[src/rtl/imm_gen_stage_pkg.sv]
// Shared types for the immediate-generation stage: ImmSrc encoding, skid-buffer
// occupancy states and the XLEN legality check.
package imm_gen_stage_pkg;

  localparam int unsigned INSTR_W    = 32;
  localparam int unsigned IMM_SRC_W  = 3;
  localparam int unsigned DEF_XLEN   = 32;
  localparam int unsigned DEF_TAG_W  = 5;

  typedef enum logic [IMM_SRC_W-1:0] {
    IMM_I    = 3'b000,
    IMM_S    = 3'b001,
    IMM_B    = 3'b010,
    IMM_U    = 3'b011,
    IMM_J    = 3'b100,
    IMM_Z    = 3'b101,
    IMM_RSV6 = 3'b110,
    IMM_RSV7 = 3'b111
  } imm_src_t;

  // Number of valid entries held by the stage (main + skid)
  typedef enum logic [1:0] {
    ST_EMPTY = 2'd0,
    ST_ONE   = 2'd1,
    ST_TWO   = 2'd2
  } skid_state_t;

  function automatic bit xlen_legal(input int unsigned xlen);
    return (xlen == 32) || (xlen == 64);
  endfunction

endpackage

[src/rtl/imm_gen_stage_if.sv]
// Valid/ready bus between decode, the immediate stage and execute, plus the flush line.
interface imm_gen_stage_if
  import imm_gen_stage_pkg::*;
#(
  parameter int unsigned XLEN  = DEF_XLEN,
  parameter int unsigned TAG_W = DEF_TAG_W
);

  logic               flush;
  logic               in_valid;
  logic               in_ready;
  logic [INSTR_W-1:0] in_instr;
  imm_src_t           in_imm_src;
  logic [TAG_W-1:0]   in_tag;
  logic               out_valid;
  logic               out_ready;
  logic [XLEN-1:0]    out_imm;
  logic [TAG_W-1:0]   out_tag;
  logic               out_illegal;

  modport master (
    output flush, in_valid, in_instr, in_imm_src, in_tag, out_ready,
    input  in_ready, out_valid, out_imm, out_tag, out_illegal
  );

  modport slave (
    input  flush, in_valid, in_instr, in_imm_src, in_tag, out_ready,
    output in_ready, out_valid, out_imm, out_tag, out_illegal
  );

endinterface

[src/rtl/imm_gen_stage_decode.sv]
// Combinational immediate decoder: extracts the ImmSrc-selected field from an
// instruction word and sign-extends it to XLEN; reserved codes yield 0 + illegal.
module imm_gen_stage_decode
  import imm_gen_stage_pkg::*;
#(
  parameter int unsigned XLEN = DEF_XLEN
) (
  input  logic [INSTR_W-1:0] i_instr,
  input  imm_src_t           i_imm_src,
  output logic [XLEN-1:0]    o_imm_c,
  output logic               o_illegal_c
);

  logic [31:0] w_imm32;
  logic        w_unused_opcode;

  // Opcode bits never carry immediate data
  assign w_unused_opcode = ^i_instr[6:0];

  always_comb begin
    w_imm32     = '0;
    o_illegal_c = 1'b0;
    case (i_imm_src)
      IMM_I: w_imm32 = {{20{i_instr[31]}}, i_instr[31:20]};
      IMM_S: w_imm32 = {{20{i_instr[31]}}, i_instr[31:25], i_instr[11:7]};
      IMM_B: w_imm32 = {{19{i_instr[31]}}, i_instr[31], i_instr[7],
                        i_instr[30:25], i_instr[11:8], 1'b0};
      IMM_U: w_imm32 = {i_instr[31:12], 12'b0};
      IMM_J: w_imm32 = {{11{i_instr[31]}}, i_instr[31], i_instr[19:12],
                        i_instr[20], i_instr[30:21], 1'b0};
      IMM_Z: w_imm32 = {27'b0, i_instr[19:15]};
      default: begin
        w_imm32     = '0;
        o_illegal_c = 1'b1;
      end
    endcase
  end

  // Every 32-bit form is already correctly signed, so one sign extension covers RV32/RV64
  assign o_imm_c = XLEN'($signed(w_imm32));

endmodule

[src/rtl/imm_gen_stage.sv]
// Registered immediate-generation stage: decodes at the input, then holds results in
// a two-entry skid buffer (main M drives the outputs, skid S absorbs one overflow).
module imm_gen_stage
  import imm_gen_stage_pkg::*;
#(
  parameter int unsigned XLEN  = DEF_XLEN,
  parameter int unsigned TAG_W = DEF_TAG_W
) (
  input logic           clk,
  input logic           rst,
  imm_gen_stage_if.slave bus
);

  if (!xlen_legal(XLEN)) begin : g_bad_xlen
    $error("imm_gen_stage: XLEN must be 32 or 64");
  end

  skid_state_t       r_state;
  logic              r_in_ready;
  logic              r_out_valid;
  logic [XLEN-1:0]   r_m_imm;
  logic [TAG_W-1:0]  r_m_tag;
  logic              r_m_ill;
  logic [XLEN-1:0]   r_s_imm;
  logic [TAG_W-1:0]  r_s_tag;
  logic              r_s_ill;

  logic [XLEN-1:0]   w_dec_imm;
  logic              w_dec_ill;
  logic              w_accept;
  logic              w_consume;

  imm_gen_stage_decode #(
    .XLEN (XLEN)
  ) u_decode (
    .i_instr     (bus.in_instr),
    .i_imm_src   (bus.in_imm_src),
    .o_imm_c     (w_dec_imm),
    .o_illegal_c (w_dec_ill)
  );

  assign w_accept  = bus.in_valid && r_in_ready;
  assign w_consume = r_out_valid && bus.out_ready;

  // Occupancy FSM with M/S datapath; flush dominates any same-cycle transfer
  always_ff @(posedge clk or posedge rst) begin
    if (rst) begin
      r_state     <= ST_EMPTY;
      r_in_ready  <= 1'b1;
      r_out_valid <= 1'b0;
      r_m_imm     <= '0;
      r_m_tag     <= '0;
      r_m_ill     <= 1'b0;
      r_s_imm     <= '0;
      r_s_tag     <= '0;
      r_s_ill     <= 1'b0;
    end else if (bus.flush) begin
      r_state     <= ST_EMPTY;
      r_in_ready  <= 1'b1;
      r_out_valid <= 1'b0;
    end else begin
      case (r_state)
        ST_EMPTY: begin
          if (w_accept) begin
            r_m_imm     <= w_dec_imm;
            r_m_tag     <= bus.in_tag;
            r_m_ill     <= w_dec_ill;
            r_out_valid <= 1'b1;
            r_state     <= ST_ONE;
          end
        end
        ST_ONE: begin
          if (w_accept && w_consume) begin
            r_m_imm <= w_dec_imm;
            r_m_tag <= bus.in_tag;
            r_m_ill <= w_dec_ill;
          end else if (w_accept) begin
            r_s_imm    <= w_dec_imm;
            r_s_tag    <= bus.in_tag;
            r_s_ill    <= w_dec_ill;
            r_in_ready <= 1'b0;
            r_state    <= ST_TWO;
          end else if (w_consume) begin
            r_out_valid <= 1'b0;
            r_state     <= ST_EMPTY;
          end
        end
        ST_TWO: begin
          // in_ready is low here, so only a drain can happen
          if (w_consume) begin
            r_m_imm    <= r_s_imm;
            r_m_tag    <= r_s_tag;
            r_m_ill    <= r_s_ill;
            r_in_ready <= 1'b1;
            r_state    <= ST_ONE;
          end
        end
        default: begin
          r_state     <= ST_EMPTY;
          r_in_ready  <= 1'b1;
          r_out_valid <= 1'b0;
        end
      endcase
    end
  end

  assign bus.in_ready    = r_in_ready;
  assign bus.out_valid   = r_out_valid;
  assign bus.out_imm     = r_m_imm;
  assign bus.out_tag     = r_m_tag;
  assign bus.out_illegal = r_m_ill;

endmodule

[src/flat_wrapper.sv]
// flat-port wrapper written by rule: the top's interface ports become plain ports
module imm_gen_stage_flat import imm_gen_stage_pkg::*;
#(
  parameter int unsigned XLEN  = DEF_XLEN,
  parameter int unsigned TAG_W = DEF_TAG_W
)
  (clk, rst, bus_flush, bus_in_valid, bus_in_instr, bus_in_imm_src, bus_in_tag, bus_out_ready, bus_in_ready, bus_out_valid, bus_out_imm, bus_out_tag, bus_out_illegal);
  imm_gen_stage_if #(.XLEN(XLEN), .TAG_W(TAG_W)) bus_i ();
  input logic clk;
  input logic rst;
  input wire logic [$bits(bus_i.flush)-1:0] bus_flush;
  input wire logic [$bits(bus_i.in_valid)-1:0] bus_in_valid;
  input wire logic [$bits(bus_i.in_instr)-1:0] bus_in_instr;
  input wire logic [$bits(bus_i.in_imm_src)-1:0] bus_in_imm_src;
  input wire logic [$bits(bus_i.in_tag)-1:0] bus_in_tag;
  input wire logic [$bits(bus_i.out_ready)-1:0] bus_out_ready;
  output wire logic [$bits(bus_i.in_ready)-1:0] bus_in_ready;
  output wire logic [$bits(bus_i.out_valid)-1:0] bus_out_valid;
  output wire logic [$bits(bus_i.out_imm)-1:0] bus_out_imm;
  output wire logic [$bits(bus_i.out_tag)-1:0] bus_out_tag;
  output wire logic [$bits(bus_i.out_illegal)-1:0] bus_out_illegal;
  assign bus_i.flush = bus_flush;
  assign bus_i.in_valid = bus_in_valid;
  assign bus_i.in_instr = bus_in_instr;
  assign bus_i.in_imm_src = bus_in_imm_src;
  assign bus_i.in_tag = bus_in_tag;
  assign bus_i.out_ready = bus_out_ready;
  assign bus_in_ready = bus_i.in_ready;
  assign bus_out_valid = bus_i.out_valid;
  assign bus_out_imm = bus_i.out_imm;
  assign bus_out_tag = bus_i.out_tag;
  assign bus_out_illegal = bus_i.out_illegal;
  imm_gen_stage #(.XLEN(XLEN), .TAG_W(TAG_W)) u_core (.clk(clk), .rst(rst), .bus(bus_i));
endmodule
[config.mk]
export PLATFORM = sky130hd
export DESIGN_NAME = imm_gen_stage_flat
export DESIGN_NICKNAME = d
export VERILOG_FILES = /design/src/rtl/imm_gen_stage_pkg.sv /design/src/rtl/imm_gen_stage_if.sv /design/src/rtl/imm_gen_stage_decode.sv /design/src/rtl/imm_gen_stage.sv /design/src/flat_wrapper.sv
export SDC_FILE = /design/constraint.sdc
export NUM_CORES = 1
export LEC_CHECK = 0
export CORE_UTILIZATION = 46
export CTS_BUF_LIST = sky130_fd_sc_hd__clkbuf_8 sky130_fd_sc_hd__clkbuf_16
export DETAILED_ROUTE_END_ITERATION = 10
export PLACE_DENSITY = 0.87
export SYNTH_ARGS = -nofsm -noshare
export SYNTH_HDL_FRONTEND = slang
export SYNTH_SLANG_ARGS = --single-unit
[constraint.sdc]
create_clock -name clk -period 2.4 [get_ports clk]
set_input_delay 0.36 -clock clk [delete_from_list [all_inputs] [get_ports clk]]
set_output_delay 0.36 -clock clk [all_outputs]
set_load 0.005 [all_outputs]
==> results.tsv <==
metric	value	unit
run status	finished clean	
largest net degree at the start of global routing	47	
clock sinks	80	
Post-CTS Setup Repair Bufs	0	
WP data required	2.67	ns
met2 usage in global routing	41.8	%
busiest grt layer	met2	
layout cells sized above 1	10.6	%
startpoint types	primary input	
Iter 0 DRT Violations	273	
cts bufs inserted	9	
Total GRT Usage	24.0	%
core area	8680	sq um
Post-synth ARST share	100	%
GR Util met1	29.4	%
# fillers	749	
Final nets	548	
Mapped Area	4100	sq um
Top FF cell, synth	dfrtp_1	
cell chain of the critical path	clkdlybuf4s50_1 -> and2_1 -> and2b_1 -> a211oi_1 -> o31ai_1	
capturing point of the worst reg2reg path	u_core.bus.out_imm[30]$_DFFE_PP0P_	
Tcrit/Tclk final	85.3	%
top cells by area, synth	dfrtp_1 (48%), nand2_1 (7.0%), a21oi_1 (5.0%)	
via count	3591	
reg2reg setup slack	0.41	ns
peak fanout along the critical path	22	
share of the synthesized area in the top cell type	48.3	%
post-synth net total	483	
crit-path leading delay family	simple AND/OR/NAND/NOR gates	
Ports	85	
worst clock skew	0.00634	ns
DR DRC count	0	
max frequency	488	MHz
P&R area growth vs syn	28.0	%
iteration count of the initial detailed-routing pass	4	
met3 usage	5.85	%
Clock Latency Late Sink	0.36	ns
CTS tree	done	
critical path buffer and inverter count	1	
endpoints failing hold	0	
Syn Area/Cell	9.35	sq um
number of synthesized flops with an enable pin	0	
row count	34	
Placed Cells	600	
worst reg2reg startpoint	u_core.r_state[1]$_DFFE_PP0P_	
Clk pin slew, worst setup/hold paths	0.09	ns
post_cts resized	0	
cell count after synthesis	438	
Post-CTS Hold Fix Bufs	0	
Setup Viol. Count Final	0	
DP HPWL	6.91	mm
Die ar.	9290	sq um
HP Class	primary input to asynchronous set/reset pin	
CP Class	primary input to flip-flop	
CTS max path bufs	2	
Pwr per Cell Area	912	nW/um^2
Synth Warn #	0	
post-synth top area cell	dfrtp_1	
Period minus WS final	2.05	ns
drt via density	5.83	
WHS	0.400	ns
Detail Route Antenna Nets	0	
GRT overflow	0	
Relative slew margins	31.1	%
wire per inst	16.3	um
Die H	96.4	um
Slowest Stage Delay on Critical Path	0.69	ns
Initial Utilization	47.2	%
Max Cap Viol	0	
RSZ-0062 raised after global routing	no	
H-tree Lvls	3	
Least-Margin Pin Slew	1.03	ns
Seq/Total Area, Yosys	48.9	%
CP Capture Type	flip-flop	
P_leak	0.00224	uW
final slew viol count	0	
final wirelength	10.0	mm
vias in the first global route	3588	
Yosys reg bits	80	
clk root buf	clkbuf_8	
Final Non-Filler Cells	616	
antenna violations before repair	0	
R2R cell count	3	
Placer Congestion	0.885	
CP max-delay cell	clkdlybuf4s50_1	
synth unique cells	49	
Die W	96.4	um
Max IR drop VDD	0.442	mV
Worst EP arrival	2.32	ns
global-route wire length before repair	16.9	mm
Port Buffers	77	
number of diodes	0	
-- cell usage in the layout (no fill, tap or decap), drive strengths merged, types with 2 or more instances in the layout --
| cell | synthesis | layout |
|---|---|---|
| buf | 31 | 19 |
| nand2b | 2 | 2 |
| a21oi | 41 | 41 |
| o21a | 9 | 9 |
| a21o | 4 | 4 |
| o21bai | 2 | 2 |
| mux2 | 6 | 6 |
| nor2b | 6 | 6 |
| a22o | 9 | 9 |
| nor3 | 3 | 3 |
| and3b | 2 | 2 |
| a221oi | 4 | 4 |
| o221ai | 16 | 16 |
| bufinv | 0 | 2 |
| nor3b | 6 | 6 |
| clkdlybuf4s50 | 0 | 77 |
| and2 | 2 | 2 |
| dfrtp | 79 | 79 |
| nand2 | 76 | 76 |
| clkbuf | 11 | 9 |
| a211oi | 15 | 15 |
| o31ai | 13 | 13 |
| inv | 1 | 2 |
| nor2 | 37 | 37 |
| o21ai | 30 | 30 |
| mux2i | 6 | 6 |
| o211ai | 2 | 2 |
| nand3b | 8 | 8 |
| nor4bb | 4 | 4 |
| clkinvlp | 0 | 3 |
-- per-stage QoR --
stage | util, % | TNS, ns | cell area [sq um] | setup slack (ns) | total power [uW]
final | 60.4 | 0 | 5240 | 0.352 | 4780
after global routing | 60.4 | 0 | 5240 | 0.152 | 5100
after CTS | 60.4 | 0 | 5240 | 0.366 | 4810
after detailed placement | 57.8 | -0.00580 | 5010 | -0.00400 | 3670
after global placement | 57.8 | 0 | 5010 | 0.0945 | 3600
after floorplan | - | 0 | 4100 | 0.761 | 2900
-- cell families after synthesis --
| family | count (synthesis) | synth area share, % |
|---|---|---|
| AO/OA/AOI/OAI | 151 | 24.9 |
| AND/OR/NAND/NOR | 151 | 17.4 |
| flip-flops | 80 | 48.9 |
| buffers and inverters | 43 | 5.19 |
| multiplexers | 12 | 3.30 |
| adder cells (fa/ha/maj) | 1 | 0.275 |
-- layout make-up --
class,instances,area [sq um],area share (%)
repair buffers,96,976,18.6
multi-input cells,315,1890,36.1
inverters,1,7.51,0.143
clock inverters,7,104,1.98
clock buffers,9,124,2.36
flip-flops and latches,80,2000,38.2
well taps,108,135,2.58
-- flip-flops by register name (all words and copies together) (netlist names) --
name	cells
u_core.bus.out_illegal	1
u_core.r_state	2
u_core.bus.in_ready	1
u_core.bus.out_valid	1
u_core.bus.out_imm	32
u_core.r_s_ill	1
u_core.r_s_imm	32
u_core.r_s_tag	5
u_core.bus.out_tag	5
-- power by group --
group	leakage (uW)	total, uW	switching (uW)	internal [uW]
sequential	0.00103	2190	312	1880
combinational	0.00111	1460	616	841
clock	0.000108	1130	534	598
total	0.00224	4780	1460	3320
-- per-layer routing --
| layer | share of wire (%) | up-vias | wire (um) |
|---|---|---|---|
| met5 | 0 | - | 0 |
| met4 | 1.1 | 0 | 111 |
| met3 | 8.0 | 13 | 803 |
| met2 | 49 | 162 | 4970 |
| met1 | 41 | 1716 | 4160 |
| li1 | - | 1700 | - |
-- how the worst max path moves through the flow --
stage                                 start                                  to  slack (ns)  cells after the start
final                     bus_in_imm_src[1]  u_core.bus.out_imm[29]$_DFFE_PP0P_        0.35                      5
after detailed placement  bus_in_imm_src[1]  u_core.bus.out_imm[28]$_DFFE_PP0P_      -0.004                      5
after floorplan           bus_in_imm_src[2]   u_core.bus.out_imm[2]$_DFFE_PP0P_        0.76                      6
after CTS                 bus_in_imm_src[1]  u_core.bus.out_imm[28]$_DFFE_PP0P_        0.37                      5
after global routing      bus_in_imm_src[1]  u_core.bus.out_imm[30]$_DFFE_PP0P_        0.15                      5
after global placement    bus_in_imm_src[2]  u_core.bus.out_imm[30]$_DFFE_PP0P_        0.09                      5
-- synthesized netlist by cell type (all sizes together), types with 8 or more instances --
cell and n:
dfrtp 79, a21oi 41, nor2 37, o21ai 30
a22o 9, o31ai 13, a211oi 15, o221ai 16
clkbuf 11, o21a 9, nand2 76, nand3b 8
buf 31
(Power assumes the default switching activity.)
